==> config.mk <==
export PLATFORM = sky130hd
export DESIGN_NAME = share_filter
export DESIGN_NICKNAME = d
export VERILOG_FILES = /design/src/rtl/hash_pkg.sv /design/src/rtl/share_fifo.sv /design/src/rtl/share_filter.sv
export SDC_FILE = /design/constraint.sdc
export NUM_CORES = 2
export LEC_CHECK = 0
export ABC_CLOCK_PERIOD_IN_PS = 11200
export CAP_MARGIN = 20
export CELL_PAD_IN_SITES_DETAIL_PLACEMENT = 1
export CELL_PAD_IN_SITES_GLOBAL_PLACEMENT = 2
export CORE_ASPECT_RATIO = 1.2
export CORE_MARGIN = 2
export CORE_UTILIZATION = 36
export DETAILED_ROUTE_END_ITERATION = 8
export PLACE_DENSITY = 0.72
export SLEW_MARGIN = 25
export SYNTH_ARGS = -nofsm -noshare
export SYNTH_HDL_FRONTEND = slang
export SYNTH_SLANG_ARGS = --single-unit
==> constraint.sdc <==
create_clock -name clk -period 11.2 [get_ports clk]
set_input_delay 2.24 -clock clk [delete_from_list [all_inputs] [get_ports clk]]
set_output_delay 2.24 -clock clk [all_outputs]
set_load 0.005 [all_outputs]
==> src/rtl/hash_pkg.sv <==
// Hash/nonce widths, the queued share record and the core-to-comparison bit-order helper.
package hash_pkg;

    localparam int HASH_W  = 256;
    localparam int NONCE_W = 32;

    typedef struct packed {
        logic [HASH_W-1:0]  hash;
        logic [NONCE_W-1:0] nonce;
    } share_t;

    // The hash core emits its result LSB-first; difficulty compares need it MSB-first.
    function automatic logic [HASH_W-1:0] bit_reverse(input logic [HASH_W-1:0] h);
        logic [HASH_W-1:0] r;
        for (int b = 0; b < HASH_W; b++) begin
            r[HASH_W-1-b] = h[b];
        end
        return r;
    endfunction

endpackage

==> src/rtl/share_fifo.sv <==
// First-word-fall-through queue of share_t records with a valid/ready pop side.
module share_fifo
    import hash_pkg::*;
#(
    parameter int DEPTH = 4
) (
    input  logic   clk,
    input  logic   rst,
    input  logic   push_valid,
    input  share_t push_data,
    output logic   push_accept,
    output logic   pop_valid,
    input  logic   pop_ready,
    output share_t pop_data
);

    localparam int AW = $clog2(DEPTH);

    // One extra pointer bit separates the full case from the empty case.
    logic [AW:0] wr_ptr;
    logic [AW:0] rd_ptr;
    share_t      mem [DEPTH];
    logic        full;
    logic        pop;

    assign pop_valid   = (wr_ptr != rd_ptr);
    assign full        = (wr_ptr[AW] != rd_ptr[AW]) && (wr_ptr[AW-1:0] == rd_ptr[AW-1:0]);
    assign pop         = pop_valid && pop_ready;
    assign push_accept = push_valid && (!full || pop);
    assign pop_data    = pop_valid ? mem[rd_ptr[AW-1:0]] : '0;

    // NOTE: sequential state uses non-blocking assignments so every flop sees pre-edge values.
    always_ff @(posedge clk) begin
        if (rst) begin
            wr_ptr <= '0;
            rd_ptr <= '0;
        end else begin
            if (push_accept) wr_ptr <= wr_ptr + (AW+1)'(1);
            if (pop)         rd_ptr <= rd_ptr + (AW+1)'(1);
        end
    end

    // NOTE: storage is not reset; the pointers define which entries are meaningful.
    always_ff @(posedge clk) begin
        if (push_accept) mem[wr_ptr[AW-1:0]] <= push_data;
    end

endmodule

==> src/rtl/share_filter.sv <==
// Detects new hash results, keeps those below target and queues them; the drop counter
// exists only when SHARE_FILTER_DROP_CNT_EN is defined.
module share_filter
    import hash_pkg::*;
#(
    parameter int FIFO_DEPTH = 4
) (
    input  logic               clk,
    input  logic               rst_i,
    input  logic               enable,
    input  logic [HASH_W-1:0]  hash_i,
    input  logic [NONCE_W-1:0] nonce_i,
    input  logic [HASH_W-1:0]  target_i,
    output logic               share_valid_o,
    input  logic               share_ready_i,
    output logic [HASH_W-1:0]  share_hash_o,
    output logic [NONCE_W-1:0] share_nonce_o,
    output logic [31:0]        share_count_o,
    output logic [15:0]        drop_count_o
);

    share_t             cur;
    share_t             prev;
    logic               armed;
    logic               cand;
    logic               s1_flag;
    share_t             s1_share;
    logic [HASH_W-1:0]  s1_rev;
    logic [HASH_W-1:0]  s1_target;
    logic               s2_push;
    share_t             s2_share;
    logic               push_accept;
    share_t             head;

    assign cur  = {hash_i, nonce_i};
    assign cand = enable && armed && (cur != prev);

    always_ff @(posedge clk) begin
        if (rst_i) begin
            prev    <= '0;
            armed   <= 1'b0;
            s1_flag <= 1'b0;
            s2_push <= 1'b0;
        end else begin
            prev    <= cur;
            armed   <= 1'b1;
            s1_flag <= cand;
            s2_push <= s1_flag && (s1_rev < s1_target);
        end
    end

    // Payload stages are only consumed when their flag is set, so they carry no reset.
    always_ff @(posedge clk) begin
        s1_share  <= cur;
        s1_rev    <= bit_reverse(hash_i);
        s1_target <= target_i;
        s2_share  <= s1_share;
    end

    share_fifo #(
        .DEPTH (FIFO_DEPTH)
    ) u_fifo (
        .clk         (clk),
        .rst         (rst_i),
        .push_valid  (s2_push),
        .push_data   (s2_share),
        .push_accept (push_accept),
        .pop_valid   (share_valid_o),
        .pop_ready   (share_ready_i),
        .pop_data    (head)
    );

    assign share_hash_o  = head.hash;
    assign share_nonce_o = head.nonce;

    always_ff @(posedge clk) begin
        if (rst_i)            share_count_o <= '0;
        else if (push_accept) share_count_o <= share_count_o + 32'd1;
    end

`ifdef SHARE_FILTER_DROP_CNT_EN
    always_ff @(posedge clk) begin
        if (rst_i)
            drop_count_o <= '0;
        else if (s2_push && !push_accept && (drop_count_o != 16'hFFFF))
            drop_count_o <= drop_count_o + 16'd1;
    end
`else
    assign drop_count_o = '0;
`endif

endmodule

==> flow_summary.yaml <==
die:
  die_h_microns: 518
  std_cell_rows: 188
  initial_core_util: 0.362
  die-width_microns: 432
  top_level_ports: 885
  dieArea_sq_mm: 0.224
  core-area_sq_mm: 0.219
synth:
  yosys_most_used_dff: "dfxtp_1"
  synth_top_family_by_area: "multiplexers"
  synthCells: 4788
  synthAdderAreaFrac: 0.0412
  syn_avg_cell_area_sq_um: 16.5
  synth_compound_area_frac: 0.0184
  synth_xor_area_frac: 0.0343
  synth_mux_area_frac: 0.0822
  synth.distinct_cells: 72
  synth-simple-area-share: 0.0717
  seq_area_frac_synth: 0.731
  ys_seq_elements: 2315
  async_flop_share: 0
  yosysWarningCount: 0
  synth_edf_count: 1152
  netlist_area_sq_mm: 0.0792
placement:
  dpl.cell_count: 8417
  io_buffers: 868
  place_hpwl_mm: 188
  place_area_sq_mm: 0.0914
  gp_congestion: 0.826
global_routing:
  overflow: 0
  grt_pass1_vias: 45469
  grt_max_degree: 166
  grt_pass1_wl_mm: 352
  antenna_found_initial: 78
  grtUsageTotal: 0.225
finish:
  syn_to_final_growth_pct: 25.8
  layout.area.seq_sq_mm: 0.0579
  final_area_sq_mm: 0.0996
  fin_cells: 8897
  fin_util: 0.455
  multi_input_area_sq_mm: 0.0197
  drive_gt1_frac: 0.121
  fill_cells: 21275
  nNetsFinal: 6606
cts:
  clk_pin_slew_ns: 0.06
  cts_resized: 0
  clock_latency_ns: 0.88
  cts.sinks: 2315
  cts_setup_buffers: 0
  h-tree-depth: 4
  cts_hold_buf: 0
  cts_made_buffers: 226
  root_buffer: "clkbuf_16"
  cts_tree: "done"
  clockBufferDepth: 3
critical_path:
  slowest_delay_ns: 0.87
  worstPathArrival_ns: 4.32
  critPathKind: "reg -> out"
  crit_required_ns: 8.96
  crit_chain: "buf_4, buf_12, mux4_2, and2_1, clkdlybuf4s50_1"
  timing.rr.start: "s1_rev[126]"
  r2r_cells: 13
  end_kind: "output pin"
  crit_fanout: 97
  r2r-end: "s2_push"
  reg2reg_slack_ns: 6.43
  slowest_stage: "dfxtp_4"
  start_kind: "register"
hold_path:
  whs_endpoint: "s2_share[2]"
  min-delay-start: "s1_share[2]"
  hold_path_depth: 0
  hold_path_class: "reg -> reg"
detailed_routing:
  ant_nets: 0
  wl_per_cell_microns: 28.6
  routed_via_density: 4.83
  vias: 42984
  first_iter_violations: 2566
  wl_mm: 254
  route.detailed.drc: 0
  dr.pass1.iters: 5
pwr:
  finalPower_mw: 19.0
  worst_ir_drop_vdd_uv: 129
  p_leak_nw: 36.4
  power_density_mw_per_mm2: 191
sta:
  relSlewSlack: 0.207
  fin_tns_setup_ns: 0
  setup_viol: 0
  finalCritPeriodShare: 0.586
  maxSlewViolCount: 0
  period_needed_ns: 6.56
  tightest_slew_ns: 1.19
  rsz0062_at_grt: "no"
  skew_ns: 0.0522
  hold_viol: 0
  fmax_mhz: 152
outcome:
  outcome: "finished, final reports clean"
run:
  cap_violations: 0
[synthesized netlist by cell type, types with 7 or more instances]
library cell	count	area (sq um)
clkbuf_1	97	364
xnor2_1	107	937
edfxtp_1	1152	34600
mux4_2	288	6490
xor2_1	203	1780
nor4_1	56	350
buf_1	8	30.0
nor3_1	18	90.1
dfxtp_1	1163	23300
nor2_1	78	293
nand3_1	33	165
and3_1	9	56.3
buf_4	16	120
ha_1	261	3270
a21oi_1	90	450
inv_1	272	1020
o21ai_0	43	215
a2111oi_0	7	61.3
buf_2	29	145
a21o_1	46	345
nand2_1	53	199
nand4_1	89	557
and2_1	293	1830
nor2b_1	290	1810
[cells in the final DEF (no fill, tap or decap), drive strengths merged, types with 107 or more instances in the layout]
cell	instances
edfxtp	1152
ha	261
xor2	203
xnor2	107
clkbuf	317
dfxtp	1163
inv	279
clkdlybuf4s50	867
and2	293
nor2b	290
mux4	288
[worst max-delay path by stage]
stage | from | to | cells after the start
5_1_grt | register | share_hash_o[75] | 5
3_5_place_dp | share_ready_i | u_fifo.mem[3][30] | 5
4_1_cts | register | share_hash_o[75] | 5
6_report | register | share_hash_o[75] | 5
2_1_floorplan | share_ready_i | u_fifo.mem[3][0] | 3
3_3_place_gp | share_ready_i | u_fifo.mem[3][30] | 5
[per-layer routing]
| metal | vias up | wire length (microns) | GRT usage |
|---|---|---|---|
| li1 | 19321 | - | - |
| met1 | 22070 | 104000 | 0.280 |
| met2 | 1224 | 125000 | 0.380 |
| met3 | 343 | 15800 | 0.0507 |
| met4 | 26 | 9280 | 0.0858 |
| met5 | - | 156 | 0 |
[report_power, final]
part | leakage, nW | switching [mW] | internal, mW
clock network | 3.91 | 3.36 | 4.74
registers | 20.2 | 0.160 | 9.15
logic | 12.4 | 0.810 | 0.786
[logic make-up (layout without fill, tap and decap cells)]
group | count (synthesis) | in the layout
fa+ha+maj | 261 | 261
compound gates | 232 | 232
simple gates | 956 | 956
mux | 290 | 290
buf+inv | 423 | 1622
flops | 2315 | 2315
xor+xnor | 310 | 310
other cells | 1 | 61
[sequential cells by signal, summed over array words and instances, names as in the netlist, named ones only]
register and flops:
s1_share 33, prev 288, s1_target 256, s2_push 1, u_fifo.mem 1152, s2_share 288
s1_flag 1, share_count_o 32, armed 1, u_fifo.wr_ptr 3, s1_rev 255, u_fifo.rd_ptr 3
[per-stage QoR]
stage	hold WS (ns)	worst slack, ns
6_report	0.326	4.64
5_1_grt	0.331	4.39
4_1_cts	0.327	4.49
3_5_place_dp	0.313	5.15
3_3_place_gp	0.310	5.21
2_1_floorplan	0.310	1.11
[cell type report]
cell class	instances	share of cell area
multi-input combinational	2065	0.198
timing repair buffer	916	0.0929
inverter	273	0.0103
clock buffer	317	0.0657
tap	2850	0.0358
sequential	2315	0.581
clock inverter	116	0.0150
antenna	45	0.00113
[worst max-delay path, delay by kind of cell, from the launching register on]
| kind | cells | cell delay [ns] |
|---|---|---|
| buffers and inverters | 3 | 1.63 |
| muxes | 1 | 0.41 |
| and+or+nand+nor | 1 | 0.22 |
| DFF | 1 | 0.87 |
No activity file was read; power rests on OpenSTA's default activity.
